<file path="src/rtl/song_sequencer.sv">
// Song playback sequencer: snapshots the packed note/duration/octave buses on start,
// then steps through the slots, holding each for its duration in prescaled beat ticks.
module song_sequencer #(
  parameter int unsigned NOTES    = 56,
  parameter int unsigned TICK_DIV = 12500000,
  parameter int unsigned IDXW     = 6
) (
  input  logic                 clk,
  input  logic                 rst_n,
  input  logic                 start,
  input  logic                 stop,
  input  logic                 pause,
  input  logic                 loop_en,
  input  logic [NOTES*4-1:0]   song_packed,
  input  logic [NOTES*4-1:0]   time_continue,
  input  logic [NOTES*2-1:0]   octave_packed,
  output logic [3:0]           note_code,
  output logic [1:0]           octave,
  output logic                 sounding,
  output logic [IDXW-1:0]      note_idx,
  output logic                 busy,
  output logic                 done
);

  localparam int unsigned SW = NOTES * 4;
  localparam int unsigned OW = NOTES * 2;
  localparam int unsigned PW = (TICK_DIV > 1) ? $clog2(TICK_DIV) : 1;

  typedef enum logic [1:0] {IDLE, PLAY, PAUSE, DONE} state_t;

  state_t          state, state_nx;
  logic [SW-1:0]   song_sh, dur_sh, song_snap, dur_snap;
  logic [OW-1:0]   oct_sh, oct_snap;
  logic [PW-1:0]   presc;
  logic [3:0]      cnt;
  logic            tick, clear, load, adv, step, wrap, finish;

  function automatic logic [3:0] nz(input logic [3:0] c);
    return (c == 4'd0) ? 4'd1 : c;
  endfunction

  assign note_code = song_sh[SW-1 -: 4];
  assign octave    = oct_sh[OW-1 -: 2];
  assign sounding  = (state == PLAY);
  assign busy      = (state == PLAY) || (state == PAUSE);
  assign tick      = (presc == PW'(TICK_DIV - 1));

  always_ff @(posedge clk) begin
    if (!rst_n) state <= IDLE;
    else        state <= state_nx;
  end

  // Timing advances on every PLAY/PAUSE edge with pause low, so the PAUSE->PLAY
  // edge itself counts and only the cycles sampled with pause high are lost.
  always_comb begin
    state_nx = state;
    clear    = 1'b0;
    load     = 1'b0;
    adv      = 1'b0;
    step     = 1'b0;
    wrap     = 1'b0;
    finish   = 1'b0;
    if (stop) begin
      state_nx = IDLE;
      clear    = 1'b1;
    end else if (start) begin
      state_nx = PLAY;
      load     = 1'b1;
    end else begin
      case (state)
        PLAY, PAUSE: begin
          if (pause) begin
            state_nx = PAUSE;
          end else begin
            state_nx = PLAY;
            adv      = 1'b1;
            if (tick && cnt == 4'd1) begin
              if (note_idx != IDXW'(NOTES - 1)) begin
                step = 1'b1;
              end else if (loop_en) begin
                wrap = 1'b1;
              end else begin
                finish   = 1'b1;
                state_nx = DONE;
              end
            end
          end
        end
        default: ;
      endcase
    end
  end

  always_ff @(posedge clk) begin
    if (!rst_n) begin
      song_sh   <= '0;
      dur_sh    <= '0;
      oct_sh    <= '0;
      song_snap <= '0;
      dur_snap  <= '0;
      oct_snap  <= '0;
      presc     <= '0;
      cnt       <= '0;
      note_idx  <= '0;
      done      <= 1'b0;
    end else begin
      done <= finish;
      if (clear) begin
        song_sh  <= '0;
        dur_sh   <= '0;
        oct_sh   <= '0;
        presc    <= '0;
        cnt      <= '0;
        note_idx <= '0;
      end else if (load) begin
        song_sh   <= song_packed;
        dur_sh    <= time_continue;
        oct_sh    <= octave_packed;
        song_snap <= song_packed;
        dur_snap  <= time_continue;
        oct_snap  <= octave_packed;
        presc     <= '0;
        cnt       <= nz(time_continue[SW-1 -: 4]);
        note_idx  <= '0;
      end else if (adv) begin
        presc <= tick ? '0 : presc + PW'(1);
        if (tick) cnt <= cnt - 4'd1;
        if (step) begin
          song_sh  <= {song_sh[SW-5:0], 4'b0};
          dur_sh   <= {dur_sh[SW-5:0], 4'b0};
          oct_sh   <= {oct_sh[OW-3:0], 2'b0};
          cnt      <= nz(dur_sh[SW-5 -: 4]);
          note_idx <= note_idx + IDXW'(1);
        end else if (wrap) begin
          song_sh  <= song_snap;
          dur_sh   <= dur_snap;
          oct_sh   <= oct_snap;
          cnt      <= nz(dur_snap[SW-1 -: 4]);
          note_idx <= '0;
        end else if (finish) begin
          song_sh  <= '0;
          dur_sh   <= '0;
          oct_sh   <= '0;
          presc    <= '0;
          cnt      <= '0;
          note_idx <= '0;
        end
      end
    end
  end

endmodule

</file>
<file path="config.mk">
export PLATFORM = sky130hd
export DESIGN_NAME = song_sequencer
export DESIGN_NICKNAME = d
export VERILOG_FILES = /design/src/rtl/song_sequencer.sv
export SDC_FILE = /design/constraint.sdc
export NUM_CORES = 2
export LEC_CHECK = 0
export BUFFER_PORTS_ARGS = -buffer_cell sky130_fd_sc_hd__buf_2
export CAP_MARGIN = 15
export CORE_MARGIN = 2
export CORE_UTILIZATION = 45
export CTS_BUF_LIST = sky130_fd_sc_hd__clkbuf_8 sky130_fd_sc_hd__clkbuf_16
export DETAILED_ROUTE_END_ITERATION = 12
export GPL_TIMING_DRIVEN = 0
export MAX_ROUTING_LAYER = met4
export SYNTH_ARGS = -nofsm -noshare
export SYNTH_HDL_FRONTEND = slang
export SYNTH_SLANG_ARGS = --single-unit
export TNS_END_PERCENT = 1
</file>
<file path="constraint.sdc">
create_clock -name clk -period 7.87 [get_ports clk]
set_input_delay 0.3935 -clock clk [delete_from_list [all_inputs] [get_ports clk]]
set_output_delay 0.3935 -clock clk [all_outputs]
set_load 0.02 [all_outputs]
</file>
==> metrics.cfg <==
[yosys]
synth_edf_count=0
synth_warnings=0
synth-main-ff-cell=dfxtp_1
syn-instance-count=5235
syn_area_mm2=0.04531
ys_seq_area_share_pct=50.94
synthArstFlopShare_pct=0
avgSynthCellArea_um2=8.655
yosys_register_bits=1153
synth_fp_nets=5806
synthDistinctLibCells=52

[clocking]
clockBufferDepth=3
path_clk_slew_ns=0.06
cts_root_buf=clkbuf_16
cts_resized=0
cts_tree=yes
cts_max_level=3
clk_latency_ns=0.71
cts_made_buffers=120
clock_sinks=1153

[sta]
maxSlewViolCount=0
setup_tns_ns=0
setup_violations=0
maxClockFrequency_mhz=241.7
finalHoldViolations=0
rsz0062_at_grt=false
slew-limit-headroom_pct=21.19
worst_pin_slew_ns=1.182
min_period_over_period_pct=52.57
fin_skew_ns=0.01798
fin_ws_ns=3.733
fin_crit_ns=4.137
whs_ns=0.02833

[power]
pwr_density_cell_mw_per_mm2=221.2
power.internal_mw=10.02
p_clk_share_pct=44.7
p_leak_nw=21.00
pwr-share-seq_pct=47.0
ir_drop_mv=0.1911
switching_power_mw=3.112
swShare_pct=23.70
pwr-share-comb_pct=8.4

[final_layout]
regArea_mm2=0.02308
fill_cells=8989
final_core_util_pct=59.36
area_growth_pct=31.01
layout-drive-gt1-share_pct=13.19
multi_input_comb_area_mm2=0.02016
layout_commonest_cell=nand2_1
layout_common_cells=nand2_1, dfxtp_1, buf_2
final_nets=7032

[grt]
overflow=0
grt_pass1_vias=43370
antenna_found_initial=55
grt_max_degree=16
grt_pass1_wl_um=242900
grt_usage_pct=30.15

[worst_setup_path]
critical_path_class=reg -> reg
worst_setup_path_end_kind=flip-flop
cp_num_buf_inv=4
worstPathMaxFanout=10
cp.required_ns=8.49
cpPeakStageDelay_ns=0.81
crit_chain=inv_1 -> ha_1 -> nor4_4 -> nand4_2 -> nor3_2 -> buf_6 -> buf_2 -> clkbuf_1 -> a22oi_1 -> a31oi_1
cp_slowest_cell=nor3_2
cp-start-kind=flip-flop
path_delay_family=simple AND/OR/NAND/NOR gates
critPathArrivalTime_ns=4.76

[die]
core_area_mm2=0.1000
dieArea_mm2=0.1032
rows=116
die_w_um=321.3
start_util_pct=45.31
die_h_um=321.3
ios=581

[flow_run]
max_cap_viol_count=0

[outcome]
status=finished clean

[placement]
preCtsSetupSlack_ns=3.810
place_congestion=0.8472
io_buffers=580
dp_hpwl_um=105600

[routing]
num_vias=44634
vias_per_cell=5.636
first_pass_iters=5
drc=0
wl_um=157000
ant_nets=0
avgRoutedWirePerCell_um=19.82
drtIter0Drc=3570

[worst_hold_path]
min_path_type=in -> reg

-- stage by stage --
stage                     instances  instance area, um^2  power [mW]
after floorplan                5235                45310       6.739
after global placement         7113                49840       7.145
after detailed placement       7115                49860       7.159
after CTS                      7856                59200       13.20
after global routing           7907                59330       13.57
final                          7920                59360       13.13
-- area by class of cell --
class	instances	share of cell area, %
repair buffers	1104	13.74
multi-input cells	3566	33.97
flip-flops and latches	1153	38.89
well taps	1298	2.736
clock buffers	160	6.043
inverters	8	0.05059
diodes	64	0.2698
plain buffers	508	3.425
clock inverters	59	0.8811
-- synthesized netlist by cell type, types with 5 or more instances --
| library cell | count | area share (%) |
|---|---|---|
| a21o_1 | 9 | 0.15 |
| a21oi_1 | 11 | 0.12 |
| inv_1 | 8 | 0.066 |
| nor3_1 | 7 | 0.077 |
| and3_1 | 6 | 0.083 |
| a31oi_1 | 547 | 7.6 |
| a22oi_1 | 540 | 8.9 |
| xor2_1 | 17 | 0.33 |
| a21boi_0 | 560 | 9.3 |
| nand2_1 | 1167 | 9.7 |
| nand3_1 | 20 | 0.22 |
| buf_4 | 8 | 0.13 |
| buf_2 | 76 | 0.84 |
| buf_1 | 22 | 0.18 |
| o21ai_1 | 59 | 0.65 |
| o21ai_0 | 496 | 5.5 |
| nor2_1 | 42 | 0.35 |
| dfxtp_1 | 1153 | 51 |
| xnor2_1 | 10 | 0.19 |
| a211oi_1 | 12 | 0.20 |
| clkbuf_1 | 402 | 3.3 |
| ha_1 | 5 | 0.14 |
| nand4_1 | 11 | 0.15 |
-- power groups by stage --
| stage | Clock [mW] | Sequential (mW) | Combinational, mW |
|---|---|---|---|
| floorplan | 0 | 6.26 | 0.477 |
| global placement | 0 | 6.29 | 0.854 |
| detailed placement | 0 | 6.29 | 0.865 |
| CTS | 5.94 | 6.17 | 1.09 |
| global route | 6.18 | 6.19 | 1.20 |
| finish | 5.87 | 6.17 | 1.10 |
-- registers in the layout, summed over array words and instances (netlist names) --
register and flops:
cnt 4, oct_snap 112, done 1, note_idx 6, presc 24, dur_sh 220
dur_snap 224, song_sh 224, song_snap 224, oct_sh 112, state 2
-- worst paths after layout --
kind	from	to	slack [ns]	depth (start not counted)
setup / recovery	state[1]	dur_sh[37]	3.73	10
hold / removal	song_packed[121]	song_snap[121]	0.03	3
setup reg to reg	state[1]	dur_sh[37]	3.73	10
hold reg to reg	song_snap[131]	song_snap[131]	0.46	2
-- routing by layer --
layer / vias to the layer above / part of all wire [%] / track usage, % / wire length (um)
met1: 21258 / 44 / 39.01 / 68820
met3: 358 / 6.3 / 4.634 / 9943
met2: 1502 / 46 / 47.75 / 72420
li1: 21516 / - / - / -
met4: 0 / 3.7 / 10.98 / 5819
met5: - / 0 / - / 0
-- timing repair --
item / 4_1_cts / 5_1_grt
buffers inserted: 0 / 0
hold buffers: 522 / 0
endpoints found under the hold margin: 1012 / 0
-- cells by family (layout without fill, tap and decap cells) --
logic type	after synthesis	after routing	synth area share, %
AOI/OAI and AO/OA	2243	2243	32.57
xor gates and xnor gates	27	27	0.5219
adders and majority gates	5	5	0.1381
buffers and inverters	516	1839	4.551
DFF	1153	1153	50.94
muxes	4	4	0.08837
other	0	64	0
and+or+nand+nor	1287	1287	11.18
-- worst min-delay path: stages --
cell and delay (ns):
buf_2 0.12, nand2_1 0.08, a21boi_0 0.08
Power figures use the tool's default switching activity.
